[src/rtl/mem_bus_pkg.sv]
// mem_bus_pkg: shared types and constants for the memory bus arbiter
package mem_bus_pkg;
  typedef enum logic [1:0] {
    IDLE = 2'd0,
    BUSY = 2'd1,
    DONE = 2'd2
  } state_t;
  localparam int NUM_REQ = 2;
  localparam logic [63:0] ERR_RDATA = '1;
endpackage

[src/rtl/mem_bus_arbiter_rr_arb2.sv]
// rr_arb2: two-way round-robin pick with a pointer register favouring the requester not last served
module rr_arb2 (
  input  logic       clk,
  input  logic       reset,
  input  logic [1:0] req,
  input  logic       update,
  input  logic       last_grant,
  output logic [1:0] grant_onehot,
  output logic       grant_idx
);
  logic ptr;
  always_ff @(posedge clk) begin
    if (reset) ptr <= 1'b0;
    else if (update) ptr <= ~last_grant;
  end
  always_comb begin
    grant_idx    = (req[0] & req[1]) ? ptr : req[1];
    grant_onehot = (req == 2'b00) ? 2'b00 : (grant_idx ? 2'b10 : 2'b01);
  end
endmodule

[src/rtl/mem_bus_arbiter.sv]
// mem_bus_arbiter: shares one memory port between two requesters, one transaction at a time, with a watchdog
module mem_bus_arbiter
  import mem_bus_pkg::*;
#(
  parameter int ADDR_W         = 32,
  parameter int DATA_W         = 32,
  parameter int TIMEOUT_CYCLES = 256
) (
  input  logic                      clk,
  input  logic                      reset,
  input  logic [NUM_REQ-1:0]        req_valid,
  input  logic [NUM_REQ-1:0]        req_rw,
  input  logic [NUM_REQ*ADDR_W-1:0] req_addr,
  input  logic [NUM_REQ*DATA_W-1:0] req_wdata,
  output logic [NUM_REQ-1:0]        req_ready,
  output logic [DATA_W-1:0]         req_rdata,
  output logic                      req_err,
  output logic                      mem_req,
  output logic                      mem_rw,
  output logic [ADDR_W-1:0]         mem_addr,
  output logic [DATA_W-1:0]         mem_data_out,
  input  logic [DATA_W-1:0]         mem_data_in,
  input  logic                      mem_ready,
  output logic                      grant_id
);
  localparam int WD_W = (TIMEOUT_CYCLES > 1) ? $clog2(TIMEOUT_CYCLES) : 1;
  state_t state, state_n;
  logic [1:0] gnt_oh;
  logic gnt_idx, timeout, finish;
  logic [WD_W-1:0] wdog;
  rr_arb2 u_arb (
    .clk         (clk),
    .reset       (reset),
    .req         (req_valid),
    .update      (state == DONE),
    .last_grant  (grant_id),
    .grant_onehot(gnt_oh),
    .grant_idx   (gnt_idx)
  );
  always_comb begin
    timeout = (TIMEOUT_CYCLES != 0) && (wdog == WD_W'(TIMEOUT_CYCLES - 1));
    finish  = mem_ready || timeout;
    state_n = (state == IDLE) ? (|gnt_oh ? BUSY : IDLE) :
              (state == BUSY) ? (finish ? DONE : BUSY) : IDLE;
  end
  always_ff @(posedge clk) begin
    if (reset) begin
      state        <= IDLE;
      mem_req      <= 1'b0;
      mem_rw       <= 1'b0;
      mem_addr     <= '0;
      mem_data_out <= '0;
      req_ready    <= '0;
      req_rdata    <= '0;
      req_err      <= 1'b0;
      grant_id     <= 1'b0;
      wdog         <= '0;
    end else begin
      state     <= state_n;
      req_ready <= '0;
      if (state == IDLE && |gnt_oh) begin
        mem_req      <= 1'b1;
        mem_rw       <= req_rw[gnt_idx];
        mem_addr     <= req_addr[gnt_idx*ADDR_W +: ADDR_W];
        mem_data_out <= req_wdata[gnt_idx*DATA_W +: DATA_W];
        grant_id     <= gnt_idx;
        wdog         <= '0;
      end
      if (state == BUSY) begin
        if (!mem_ready) wdog <= wdog + 1'b1;
        // mem_ready takes precedence over a simultaneous timeout
        if (finish) begin
          mem_req             <= 1'b0;
          req_ready[grant_id] <= 1'b1;
          req_err             <= !mem_ready;
          req_rdata           <= !mem_ready ? ERR_RDATA[DATA_W-1:0] : (mem_rw ? '0 : mem_data_in);
        end
      end
    end
  end
endmodule

[config.mk]
export PLATFORM = sky130hd
export DESIGN_NAME = mem_bus_arbiter
export DESIGN_NICKNAME = d
export VERILOG_FILES = /design/src/rtl/mem_bus_pkg.sv /design/src/rtl/mem_bus_arbiter_rr_arb2.sv /design/src/rtl/mem_bus_arbiter.sv
export SDC_FILE = /design/constraint.sdc
export NUM_CORES = 1
export LEC_CHECK = 0
export ABC_AREA = 1
export ABC_CLOCK_PERIOD_IN_PS = 3940
export CAP_MARGIN = 20
export CORE_UTILIZATION = 33
export CTS_BUF_LIST = sky130_fd_sc_hd__clkbuf_8
export CTS_CLUSTER_SIZE = 12
export DETAILED_ROUTE_END_ITERATION = 8
export GPL_ROUTABILITY_DRIVEN = 0
export PLACE_DENSITY = 0.68
export REMOVE_ABC_BUFFERS = 1
export SLEW_MARGIN = 20
export SYNTH_ARGS = -nofsm -noshare
export SYNTH_HDL_FRONTEND = slang
export SYNTH_HIERARCHICAL = 1
export SYNTH_SLANG_ARGS = --single-unit
[constraint.sdc]
create_clock -name clk -period 3.94 [get_ports clk]
set_clock_uncertainty 0.2 [all_clocks]
set_input_delay 0.985 -clock clk [delete_from_list [all_inputs] [get_ports clk]]
set_output_delay 0.985 -clock clk [all_outputs]
set_load 0.02 [all_outputs]
==> results.sh <==
export IMPL_outcome="finished clean"
export IMPL_cp_buffers_inverters=3
export IMPL_grt_antenna_before_repair=0
export IMPL_hold_slack_ns=0.263
export IMPL_cts_sinks=113
export IMPL_die_x_um=129
export IMPL_p_per_area_mw_per_mm2=388
export IMPL_fin_setup_tns_ns=0
export IMPL_relSlewSlack_pct=51.6
export IMPL_p_clk_share_pct=34.6
export IMPL_cp_data_required_time_ns=4.10
export IMPL_worst_path_max_fanout=76
export IMPL_drive_gt1_share_pct=4.95
export IMPL_fp_dieH_um=129
export IMPL_worstReg2RegStart="wdog[0]$_SDFF_PP0_"
export IMPL_ys_seq_area_share_pct=42.4
export IMPL_vdd_ir_drop_worst_uv=198
export IMPL_clock_latency_ns=0.43
export IMPL_worstHoldStart="req_err$_SDFFE_PP0P_"
export IMPL_avgViaCountPerCell=4.48
export IMPL_sequentialPowerShare_pct=39.2
export IMPL_placed_cells=1255
export IMPL_num_vias=5756
export IMPL_dp_hpwl_um=11600
export IMPL_startpoint="req_valid[0]"
export IMPL_power_switching_uw=964
export IMPL_cp_top_family="buffers and inverters"
export IMPL_timing_final_ws_setup_ns=1.19
export IMPL_ioPinCount=269
export IMPL_clock_tree_root_cell="clkbuf_8"
export IMPL_drt_pass1_iter_count=7
export IMPL_n_antenna_cell=0
export IMPL_nets=1226
export IMPL_grt_max_degree=87
export IMPL_slowest_stage="buf_4"
export IMPL_grt_use_total_pct=19.8
export IMPL_cp_arrival_ns=2.91
export IMPL_power_internal_uw=2360
export IMPL_rows=46
export IMPL_cpMostUsedCell="nor2_1"
export IMPL_yosysUniqueCellTypes=23
export IMPL_critPathLaunchType="primary input"
export IMPL_hold_buffers=0
export IMPL_grt_ovfl_total=0
export IMPL_grt_setup_unrepaired="false"
export IMPL_setup_worst_path_class="primary input to flip-flop"
export IMPL_cts_clk_slew_worst_paths_ns=0.07
export IMPL_cts_htree_levels=4
export IMPL_synth_top_area_cell="dfxtp_1"
export IMPL_drt_iter0_drc=323
export IMPL_slew_violations=0
export IMPL_synth_seq_cells=113
export IMPL_initial_core_util_pct=33.7
export IMPL_drc_errors=0
export IMPL_finalHoldViolCount=0
export IMPL_cts_resized=0
export IMPL_fmax_ghz=0.364
export IMPL_ant_nets=0
export IMPL_grt_pass1_wl_um=25500
export IMPL_cts_tree="done"
export IMPL_dieArea_mm2=0.0167
export IMPL_end_kind="flip-flop"
export IMPL_synth_top_area_share_pct=42.4
export IMPL_drv_cap=0
export IMPL_critPathMaxStageDelay_ns=0.58
export IMPL_avgSynthCellArea_um2=6.55
export IMPL_fin_crit_sh_pct=69.7
export IMPL_cts_setup_buffers=0
export IMPL_stdcell_count=1286
export IMPL_worstMarginPinSlew_ns=0.726
export IMPL_finalCriticalPeriod_ns=2.75
export IMPL_cts_buffers=17
export IMPL_p_leak_uw=0.00377
export IMPL_yosysWarnings=6
export IMPL_path_cells="clkdlybuf4s50_1, inv_1, nor2_1, nor2_1, o21ai_4, buf_4, o21ai_0, nor2_1"
export IMPL_p_sw_share_pct=29.0
export IMPL_finalInstanceArea_mm2=0.00857
export IMPL_cts_buffer_depth=2
export IMPL_finalSetupViolCount=0
export IMPL_netlist_instances=815
export IMPL_combPwrFrac_pct=26.2
export IMPL_postPlaceCellArea_mm2=0.00815
export IMPL_routedWlPerCell_um=12.8
export IMPL_dp_slack_ns=0.743
export IMPL_port_buffers=268
export IMPL_grt_pass1_vias=5082
export IMPL_core_area_mm2=0.0158
export IMPL_hold_class="flip-flop to flip-flop"
export IMPL_synth_area_top_cells="dfxtp_1 42%, o21ai_0 14%, nor2_1 11%"
export IMPL_netlist_area_mm2=0.00534
export IMPL_area_growth_syn_to_layout_pct=60.6
export IMPL_drt_wl_total_um=16500
cell families (layout without fill, tap and decap cells):
logic type               count (synthesis)  count (layout)  synth area share, %
AND/OR/NAND/NOR                        357             357                 27.5
flip-flops                             113             113                 42.4
adder cells (fa/ha/maj)                  1               1                0.234
AO/OA/AOI/OAI                          178             178                 16.9
buffers and inverters                  166             421                 13.0
per-stage QoR:
stage	util, %	total power, uW
floorplan	-	1730
global placement	51.5	2200
detailed placement	51.5	2210
CTS	54.1	3370
global route	54.1	3510
finish	54.1	3320
power by group through the flow:
| stage | Combinational (uW) | Sequential (uW) | Clock [uW] |
|---|---|---|---|
| 3_5_place_dp | 878 | 1330 | 0 |
| 3_3_place_gp | 875 | 1320 | 0 |
| 4_1_cts | 881 | 1300 | 1180 |
| 6_report | 870 | 1300 | 1150 |
| 5_1_grt | 954 | 1310 | 1240 |
| 2_1_floorplan | 268 | 1460 | 0 |
cell usage in the layout, fill, tap and decap left out, types with 9 or more instances in the layout:
master	n
clkdlybuf4s50_1	268
inv_1	109
o21ai_1	12
nor2_1	150
clkbuf_8	21
nand3_1	70
dfxtp_1	113
nand2_1	126
a21oi_1	9
o21ai_0	154
metal layers:
metal  global-route usage (%)  routed length (um)  part of all wire, %  vias to the layer above
met3                     6.52                1140                  6.9                       32
met5                        0                   0                    0                        -
li1                         -                   -                    -                     3035
met4                     8.65                 522                  3.2                        0
met1                     23.1                6990                   42                     2503
met2                     33.0                7870                   48                      186
registers in the layout (all words and copies together), names as in the netlist, 2 cells and up:
register / count
wdog: 8
mem_data_out: 32
mem_addr: 32
req_ready: 2
req_rdata: 32
state: 2
synthesized netlist by cell type, drive strengths merged:
library cell  instances
o21bai                2
clkbuf               24
o21ai               167
inv                 111
ha                    1
nand2               130
nor3                  1
buf                  31
dfxtp               113
nand3                70
nor2                154
a21oi                 9
nand4                 1
nand3b                1
tightest hold or removal path: stages, from the launching register on:
cell and delay, ns:
dfxtp_1 0.31, nand3_1 0.07, nand2_1 0.04
layout make-up:
class / instances / area [um2]
multi-input combinational: 536 / 2390
clock inverter: 10 / 134
clock buffer: 21 / 289
inverter: 111 / 417
tap: 216 / 270
sequential: 113 / 2260
fill: 1595 / 7260
timing repair buffer: 279 / 2800
path summary, 6_finish.rpt:
kind	endpoint	cells after the start	slack [ns]
worst max register to register	req_rdata[4]$_SDFFE_PP0P_	8	1.86
worst max-delay path	mem_addr[11]$_SDFFE_PP0P_	8	1.19
worst min register to register	req_err$_SDFFE_PP0P_	2	0.26
worst min-delay path	req_err$_SDFFE_PP0P_	2	0.26
Power figures use the tool's default switching activity.
